## src/rtl/uart_pkg.sv

```systemverilog
// Shared UART definitions: parity modes, transmitter states and parity helpers.
// Used by the buffered transmitter and intended for the future receiver.
package uart_pkg;

    // Widest character any UART block in this family handles.
    localparam int MAX_DATA_WIDTH = 9;

    // Bit counter width, large enough to index MAX_DATA_WIDTH data bits.
    localparam int BIT_CNT_WIDTH = 4;

    // Parity selection as it appears on the configuration register.
    typedef enum logic [1:0] {
        PARITY_NONE = 2'd0,
        PARITY_EVEN = 2'd1,
        PARITY_ODD  = 2'd2
    } parity_e;

    // Serial frame phases of the transmitter.
    typedef enum logic [2:0] {
        IDLE   = 3'd0,
        START  = 3'd1,
        DATA   = 3'd2,
        PARITY = 3'd3,
        STOP   = 3'd4
    } tx_state_e;

    // Maps the raw 2-bit register value to a parity mode; the unused
    // encoding 3 behaves as no parity.
    function automatic parity_e decode_parity(input logic [1:0] mode);
        parity_e result;
        case (mode)
            2'd1:    result = PARITY_EVEN;
            2'd2:    result = PARITY_ODD;
            default: result = PARITY_NONE;
        endcase
        return result;
    endfunction

    // Parity bit for a character; unused upper bits must be zero.
    // EVEN sends the XOR of the data bits, ODD sends its inverse.
    function automatic logic parity_bit(input logic [MAX_DATA_WIDTH-1:0] data,
                                        input parity_e                   mode);
        logic x;
        x = ^data;
        return (mode == PARITY_ODD) ? ~x : x;
    endfunction

endpackage

```

## src/rtl/uart_fifo.sv

```systemverilog
// Synchronous single-clock FIFO with first-word-fall-through read data.
// Occupancy is tracked in a count register; the full/empty flags are
// registered copies derived from the next count, never from pointer equality.
module uart_fifo #(
    parameter int WIDTH = 8,
    parameter int DEPTH = 16
) (
    input  logic                       i_clock,
    input  logic                       i_reset,
    input  logic                       i_push,
    input  logic [WIDTH-1:0]           i_data,
    input  logic                       i_pop,
    output logic [WIDTH-1:0]           o_data,
    output logic                       o_full,
    output logic                       o_empty,
    output logic [$clog2(DEPTH):0]     o_level
);

    localparam int PTR_WIDTH   = $clog2(DEPTH);
    localparam int LEVEL_WIDTH = PTR_WIDTH + 1;

    logic [WIDTH-1:0]       mem_q [DEPTH];
    logic [PTR_WIDTH-1:0]   wr_ptr_q, wr_ptr_d;
    logic [PTR_WIDTH-1:0]   rd_ptr_q, rd_ptr_d;
    logic [LEVEL_WIDTH-1:0] count_q, count_d;
    logic                   full_q, full_d;
    logic                   empty_q, empty_d;
    logic                   push_ok;
    logic                   pop_ok;

    // Qualify requests against the registered flags and compute the next
    // pointers, count and flags; a push while full is dropped even if a pop
    // happens in the same cycle.
    always_comb begin
        push_ok  = i_push && !full_q;
        pop_ok   = i_pop && !empty_q;
        wr_ptr_d = wr_ptr_q;
        rd_ptr_d = rd_ptr_q;
        count_d  = count_q;
        if (push_ok) begin
            wr_ptr_d = wr_ptr_q + PTR_WIDTH'(1);
        end
        if (pop_ok) begin
            rd_ptr_d = rd_ptr_q + PTR_WIDTH'(1);
        end
        case ({push_ok, pop_ok})
            2'b10:   count_d = count_q + LEVEL_WIDTH'(1);
            2'b01:   count_d = count_q - LEVEL_WIDTH'(1);
            default: count_d = count_q;
        endcase
        full_d  = (count_d == LEVEL_WIDTH'(DEPTH));
        empty_d = (count_d == '0);
    end

    // Pointer, count and flag registers, cleared by reset.
    always_ff @(posedge i_clock) begin
        if (i_reset) begin
            wr_ptr_q <= '0;
            rd_ptr_q <= '0;
            count_q  <= '0;
            full_q   <= 1'b0;
            empty_q  <= 1'b1;
        end else begin
            wr_ptr_q <= wr_ptr_d;
            rd_ptr_q <= rd_ptr_d;
            count_q  <= count_d;
            full_q   <= full_d;
            empty_q  <= empty_d;
        end
    end

    // Storage array; contents need no reset because the count gates reads.
    always_ff @(posedge i_clock) begin
        if (push_ok) begin
            mem_q[wr_ptr_q] <= i_data;
        end
    end

    assign o_data  = mem_q[rd_ptr_q];
    assign o_full  = full_q;
    assign o_empty = empty_q;
    assign o_level = count_q;

endmodule

```

## src/rtl/uart_tx_buffered.sv

```systemverilog
// Buffered UART transmitter: a FIFO of queued characters feeds a frame FSM
// with a built-in baud divider. Divisor, parity and stop-bit settings are
// captured when a character is popped, so register writes made while a
// frame is on the wire only affect later frames.
module uart_tx_buffered
    import uart_pkg::*;
#(
    parameter int DATA_WIDTH = 8,
    parameter int FIFO_DEPTH = 16,
    parameter int DIV_WIDTH  = 16
) (
    input  logic                          i_clock,
    input  logic                          i_reset,
    input  logic [DATA_WIDTH-1:0]         i_data,
    input  logic                          i_we,
    input  logic [DIV_WIDTH-1:0]          i_divisor,
    input  logic [1:0]                    i_parity,
    input  logic                          i_stop2,
    output logic                          o_full,
    output logic                          o_empty,
    output logic [$clog2(FIFO_DEPTH):0]   o_level,
    output logic                          o_busy,
    output logic                          o_tx
);

    logic                     fifo_pop;
    logic [DATA_WIDTH-1:0]    fifo_data;
    logic                     fifo_empty;

    tx_state_e                state_q, state_d;
    logic [DIV_WIDTH-1:0]     div_cnt_q, div_cnt_d;
    logic [DIV_WIDTH-1:0]     divisor_q, divisor_d;
    logic [BIT_CNT_WIDTH-1:0] bit_cnt_q, bit_cnt_d;
    logic [DATA_WIDTH-1:0]    shift_q, shift_d;
    parity_e                  parity_mode_q, parity_mode_d;
    logic                     parity_bit_q, parity_bit_d;
    logic                     stop2_q, stop2_d;
    logic                     tx_q, tx_d;
    logic                     bit_tick;
    logic                     last_data_bit;

    uart_fifo #(
        .WIDTH (DATA_WIDTH),
        .DEPTH (FIFO_DEPTH)
    ) u_fifo (
        .i_clock (i_clock),
        .i_reset (i_reset),
        .i_push  (i_we),
        .i_data  (i_data),
        .i_pop   (fifo_pop),
        .o_data  (fifo_data),
        .o_full  (o_full),
        .o_empty (fifo_empty),
        .o_level (o_level)
    );

    assign bit_tick      = (div_cnt_q == '0);
    assign last_data_bit = (bit_cnt_q == BIT_CNT_WIDTH'(DATA_WIDTH - 1));

    // Next-state logic: the divider counts down each bit period and reloads
    // at every bit boundary, where the FSM advances through the frame and the
    // serial line value for the next cycle is chosen.
    always_comb begin
        state_d       = state_q;
        div_cnt_d     = div_cnt_q;
        divisor_d     = divisor_q;
        bit_cnt_d     = bit_cnt_q;
        shift_d       = shift_q;
        parity_mode_d = parity_mode_q;
        parity_bit_d  = parity_bit_q;
        stop2_d       = stop2_q;
        fifo_pop      = 1'b0;
        tx_d          = 1'b1;

        if (state_q != IDLE) begin
            div_cnt_d = bit_tick ? divisor_q : (div_cnt_q - DIV_WIDTH'(1));
        end

        case (state_q)
            IDLE: begin
                if (!fifo_empty) begin
                    fifo_pop      = 1'b1;
                    shift_d       = fifo_data;
                    divisor_d     = i_divisor;
                    div_cnt_d     = i_divisor;
                    parity_mode_d = decode_parity(i_parity);
                    parity_bit_d  = parity_bit(MAX_DATA_WIDTH'(fifo_data),
                                               decode_parity(i_parity));
                    stop2_d       = i_stop2;
                    bit_cnt_d     = '0;
                    state_d       = START;
                end
            end
            START: begin
                if (bit_tick) begin
                    bit_cnt_d = '0;
                    state_d   = DATA;
                end
            end
            DATA: begin
                if (bit_tick) begin
                    if (last_data_bit) begin
                        bit_cnt_d = '0;
                        state_d   = (parity_mode_q == PARITY_NONE) ? STOP : PARITY;
                    end else begin
                        shift_d   = shift_q >> 1;
                        bit_cnt_d = bit_cnt_q + BIT_CNT_WIDTH'(1);
                    end
                end
            end
            PARITY: begin
                if (bit_tick) begin
                    bit_cnt_d = '0;
                    state_d   = STOP;
                end
            end
            STOP: begin
                if (bit_tick) begin
                    if (stop2_q && (bit_cnt_q == '0)) begin
                        bit_cnt_d = BIT_CNT_WIDTH'(1);
                    end else begin
                        state_d = IDLE;
                    end
                end
            end
            default: begin
                state_d = IDLE;
            end
        endcase

        case (state_d)
            START:   tx_d = 1'b0;
            DATA:    tx_d = shift_d[0];
            PARITY:  tx_d = parity_bit_d;
            default: tx_d = 1'b1;
        endcase
    end

    // State, divider, frame and line registers; reset aborts any frame and
    // parks the line high.
    always_ff @(posedge i_clock) begin
        if (i_reset) begin
            state_q       <= IDLE;
            div_cnt_q     <= '0;
            divisor_q     <= '0;
            bit_cnt_q     <= '0;
            shift_q       <= '0;
            parity_mode_q <= PARITY_NONE;
            parity_bit_q  <= 1'b0;
            stop2_q       <= 1'b0;
            tx_q          <= 1'b1;
        end else begin
            state_q       <= state_d;
            div_cnt_q     <= div_cnt_d;
            divisor_q     <= divisor_d;
            bit_cnt_q     <= bit_cnt_d;
            shift_q       <= shift_d;
            parity_mode_q <= parity_mode_d;
            parity_bit_q  <= parity_bit_d;
            stop2_q       <= stop2_d;
            tx_q          <= tx_d;
        end
    end

    assign o_empty = fifo_empty;
    assign o_busy  = (state_q != IDLE) || !fifo_empty;
    assign o_tx    = tx_q;

endmodule

```

## config.mk

```make
export PLATFORM = sky130hd
export DESIGN_NAME = uart_tx_buffered
export DESIGN_NICKNAME = d
export VERILOG_FILES = /design/src/rtl/uart_pkg.sv /design/src/rtl/uart_fifo.sv /design/src/rtl/uart_tx_buffered.sv
export SDC_FILE = /design/constraint.sdc
export NUM_CORES = 1
export LEC_CHECK = 0
export CAP_MARGIN = 20
export CORE_MARGIN = 1
export CORE_UTILIZATION = 40
export DETAILED_ROUTE_END_ITERATION = 10
export PLACE_DENSITY_LB_ADDON = 0.08
export RECOVER_POWER = 100
export REMOVE_ABC_BUFFERS = 1
export SLEW_MARGIN = 30
export SYNTH_ARGS = -nofsm -noshare
export SYNTH_HDL_FRONTEND = slang
export SYNTH_SLANG_ARGS = --single-unit
export TNS_END_PERCENT = 30
```

## constraint.sdc

```tcl
create_clock -name i_clock -period 4.2 [get_ports i_clock]
set_clock_uncertainty 0.1 [all_clocks]
set_input_delay 0.84 -clock i_clock [delete_from_list [all_inputs] [get_ports i_clock]]
set_output_delay 0.84 -clock i_clock [all_outputs]
set_load 0.01 [all_outputs]
```

==> flow_summary.yaml <==
status:
  status: "finished, violations left"
  violations: "max-capacitance violations, max-slew violations"
route:
  ant_nets: 0
  vias: 5077
  drc: 0
  vias_per_cell: 5.33
  drt_first_pass_iters: 5
  dr.first_iter.drc_count: 333
  wl_per_cell_um: 18.6
  wl_mm: 17.7
layout:
  diodes: 0
  nNetsFinal: 707
  area_growth_pct: 13.7
  layout-drive-gt1-share: 0.0842
logic_synthesis:
  synthArstFlopShare: 0
  synth.area.top_cells: "edfxtp_1, dfxtp_1, mux4_1"
  yosysWarnings: 0
  synth_area_mm2: 0.00855
  yosysSeqAreaShare: 0.616
  synthesis.area_per_instance_um2: 13.6
  synthFlopType: "edfxtp_1"
  postSynthCellCount: 630
  ys_types: 53
  synth_edf_count: 128
  yosys.area.top_type: "edfxtp_1"
  yosysTopAreaCellShare: 0.450
  synth-seq-cells: 199
power:
  powerDensity_mw_per_mm2: 632
  ir_worst_vdd_v: 0.000326
  p_sw_mw: 1.97
  pwr-share-comb: 0.321
  swShare: 0.321
  total_power_mw: 6.14
  power.internal_mw: 4.16
  leakage_nw: 3.28
  seq_power_share: 0.412
  p_clk_frac: 0.267
global_routing:
  grt_usage: 0.173
  grt_pass1_wl_mm: 28.5
  antenna_found_initial: 0
  overflow: 0
  grt_max_degree: 49
  grt_pass1_vias: 5226
clock_network:
  cts_setup_buffers: 0
  postCtsHoldBufs: 0
  cts.sinks: 199
  htreeDepth: 4
  clk_latency_ps: 420
  cts_tree: "built"
  cts.path.max_buffers: 2
  clockRootBuffer: "clkbuf_16"
  numCtsBuffers: 17
  cts_resized: 0
  clk_pin_slew_ps: 70
critical_path:
  reg2regPathDepth: 8
  crit_chain: "clkbuf_1, clkdlybuf4s50_1"
  cp_top_family: "buffers and inverters"
  crit_type: "reg -> out"
  cpPeakStageDelay_ps: 1050
  r2r_end: "parity_bit_q$_SDFF_PP0_"
  critical_path_buf_inv_count: 2
  cpMaxStageDelayCell: "clkbuf_1"
  endpoint_kind: "primary output"
  start_kind: "register"
  crit_required_ps: 3260
  rrSetupSlack_ps: 720
  cp_data_arrival_time_ps: 2540
  crit_fanout: 22
floorplanning:
  coreArea_mm2: 0.0210
  start_util: 0.408
  fp-row-count: 53
  die_area_mm2: 0.0220
  die_w_um: 148
  die_h_um: 148
  pin_count: 39
hold_path:
  min_from: "divisor_q[2]$_SDFFE_PP0P_"
  worstHoldPathType: "reg -> reg"
  hold_end: "divisor_q[2]$_SDFFE_PP0P_"
  holdPathStages: 2
sta:
  final-hold-violation-count: 0
  tightest_slew_ps: 1540
  layout_setup_ws_ps: 720
  relSlewSlack: -0.0251
  setup_viol_count_final: 0
  clock.fmax_ghz: 0.287
  finalMaxSlewViolations: 30
  period_minus_slack_ps: 3480
  rsz0062_at_grt: "no"
  finalCritPeriodShare: 0.829
placement:
  numPortBuffers: 38
  hpwl_mm: 11.8
  gp_congestion: 0.805
  place_ws_ps: 568
job:
  maxCapViolCount: 1
-- power by group through the flow --
stage | sequential (mW) | combinational (mW) | clock (mW)
5_1_grt | 2.57 | 2.18 | 1.75
6_report | 2.53 | 1.97 | 1.64
3_5_place_dp | 2.57 | 2.03 | 0
2_1_floorplan | 2.59 | 1.34 | 0
3_3_place_gp | 2.57 | 1.99 | 0
4_1_cts | 2.53 | 2.03 | 1.68
-- layer usage --
metal  global-route usage  part of all wire  wire [um]  vias to the layer above
met5                    0                 0          0                        -
met4               0.0515             0.012        221                        0
met3               0.0362             0.025        441                       14
met2                0.271              0.48       8470                       82
met1                0.242              0.49       8620                     2533
li1                     -                 -          -                     2448
-- synthesized netlist by cell type, types with 2 or more instances --
library cell / count
a21o_1: 5
dfxtp_1: 71
and2_1: 17
nand2b_1: 2
a21oi_2: 2
ha_1: 12
buf_1: 2
and3_1: 2
xnor3_1: 3
nor3_1: 5
nand3_1: 13
clkbuf_1: 19
buf_12: 2
xnor2_1: 8
nor3_2: 3
a22oi_1: 10
edfxtp_1: 128
mux4_1: 19
buf_2: 4
nor3b_1: 5
buf_6: 2
clkbuf_4: 2
o211ai_1: 2
o21ai_0: 10
a31oi_1: 6
o41ai_1: 2
a211oi_1: 22
nor2_1: 46
nand4_1: 4
nor4_1: 5
or3_1: 8
mux4_2: 17
mux2i_1: 13
inv_1: 10
nor2b_1: 9
nand2_1: 68
buf_4: 2
a21oi_1: 47
xor2_1: 9
-- cell type report --
type / instances / area (um^2)
clock inverters: 13 / 155
well taps: 275 / 344
clock buffers: 19 / 433
multi-input cells: 387 / 3030
flip-flops and latches: 199 / 5270
inverters: 10 / 37.5
repair buffers: 49 / 448
fillers: 1890 / 11200
-- tightest hold or removal path, stage by stage (launching register included) --
cell	delay, ps
dfxtp_1	310
nand2_1	50
a21oi_1	50
-- logic make-up (layout without fill, tap and decap cells) --
kind of cell,count (synthesis),count (layout),share of synthesized area
AO/OA/AOI/OAI,111,111,0.0811
XOR/XNOR,21,21,0.0272
adder cells (fa/ha/maj),13,13,0.0199
buffers and inverters,44,91,0.0280
flip-flops,199,199,0.616
multiplexers,50,50,0.120
AND/OR/NAND/NOR,192,192,0.108
-- cells in the final DEF, fill, tap and decap left out, types with 4 or more instances in the layout --
master             n
edfxtp_1         128
dfxtp_1           71
nand2_1           68
a21oi_1           48
nor2_1            46
a211oi_1          22
clkdlybuf4s50_1   20
mux4_1            19
and2_0            17
mux4_2            17
clkbuf_16         17
dlygate4sd3_1     17
nand3_1           13
mux2i_1           13
ha_1              12
inv_1             10
a22oi_1           10
o21ai_0           10
nor2b_1            9
xor2_1             9
or3_1              8
xnor2_1            8
clkbuf_1           8
nor3_1             6
a31oi_1            6
nor3b_1            5
nor4_1             5
a21o_1             5
nand4_1            4
buf_4              4
-- worst max path at each step --
stage	start	slack [ps]	depth (start not counted)	endpoint
floorplan	state_q[0]$_SDFF_PP0_	-350	11	u_fifo.o_full$_SDFF_PP0_
global placement	i_we	630	12	u_fifo.o_full$_SDFF_PP0_
detailed placement	i_we	570	12	u_fifo.o_full$_SDFF_PP0_
CTS	i_we	1020	12	u_fifo.o_full$_SDFF_PP0_
global route	register	500	8	parity_bit_q$_SDFF_PP0_
finish	u_fifo.o_empty$_SDFF_PP1_	720	2	o_empty
-- metrics by stage --
stage,hold WS (ps),area (um^2),instances,setup TNS [ps],util
finish,356,9720,952,0,0.464
global route,369,9720,952,0,0.464
CTS,357,9750,952,0,0.465
detailed placement,347,9170,920,0,0.437
global placement,342,9170,920,0,0.437
floorplan,325,8340,596,-920,-
-- registers in the layout, indices dropped and copies added, names as in the netlist, 4 cells and up, named ones only --
name	cells
u_fifo.mem_q	128
u_fifo.rd_ptr_q	4
shift_q	8
divisor_q	16
u_fifo.o_level	5
bit_cnt_q	4
u_fifo.wr_ptr_q	4
div_cnt_q	16
Power figures use the tool's default switching activity.
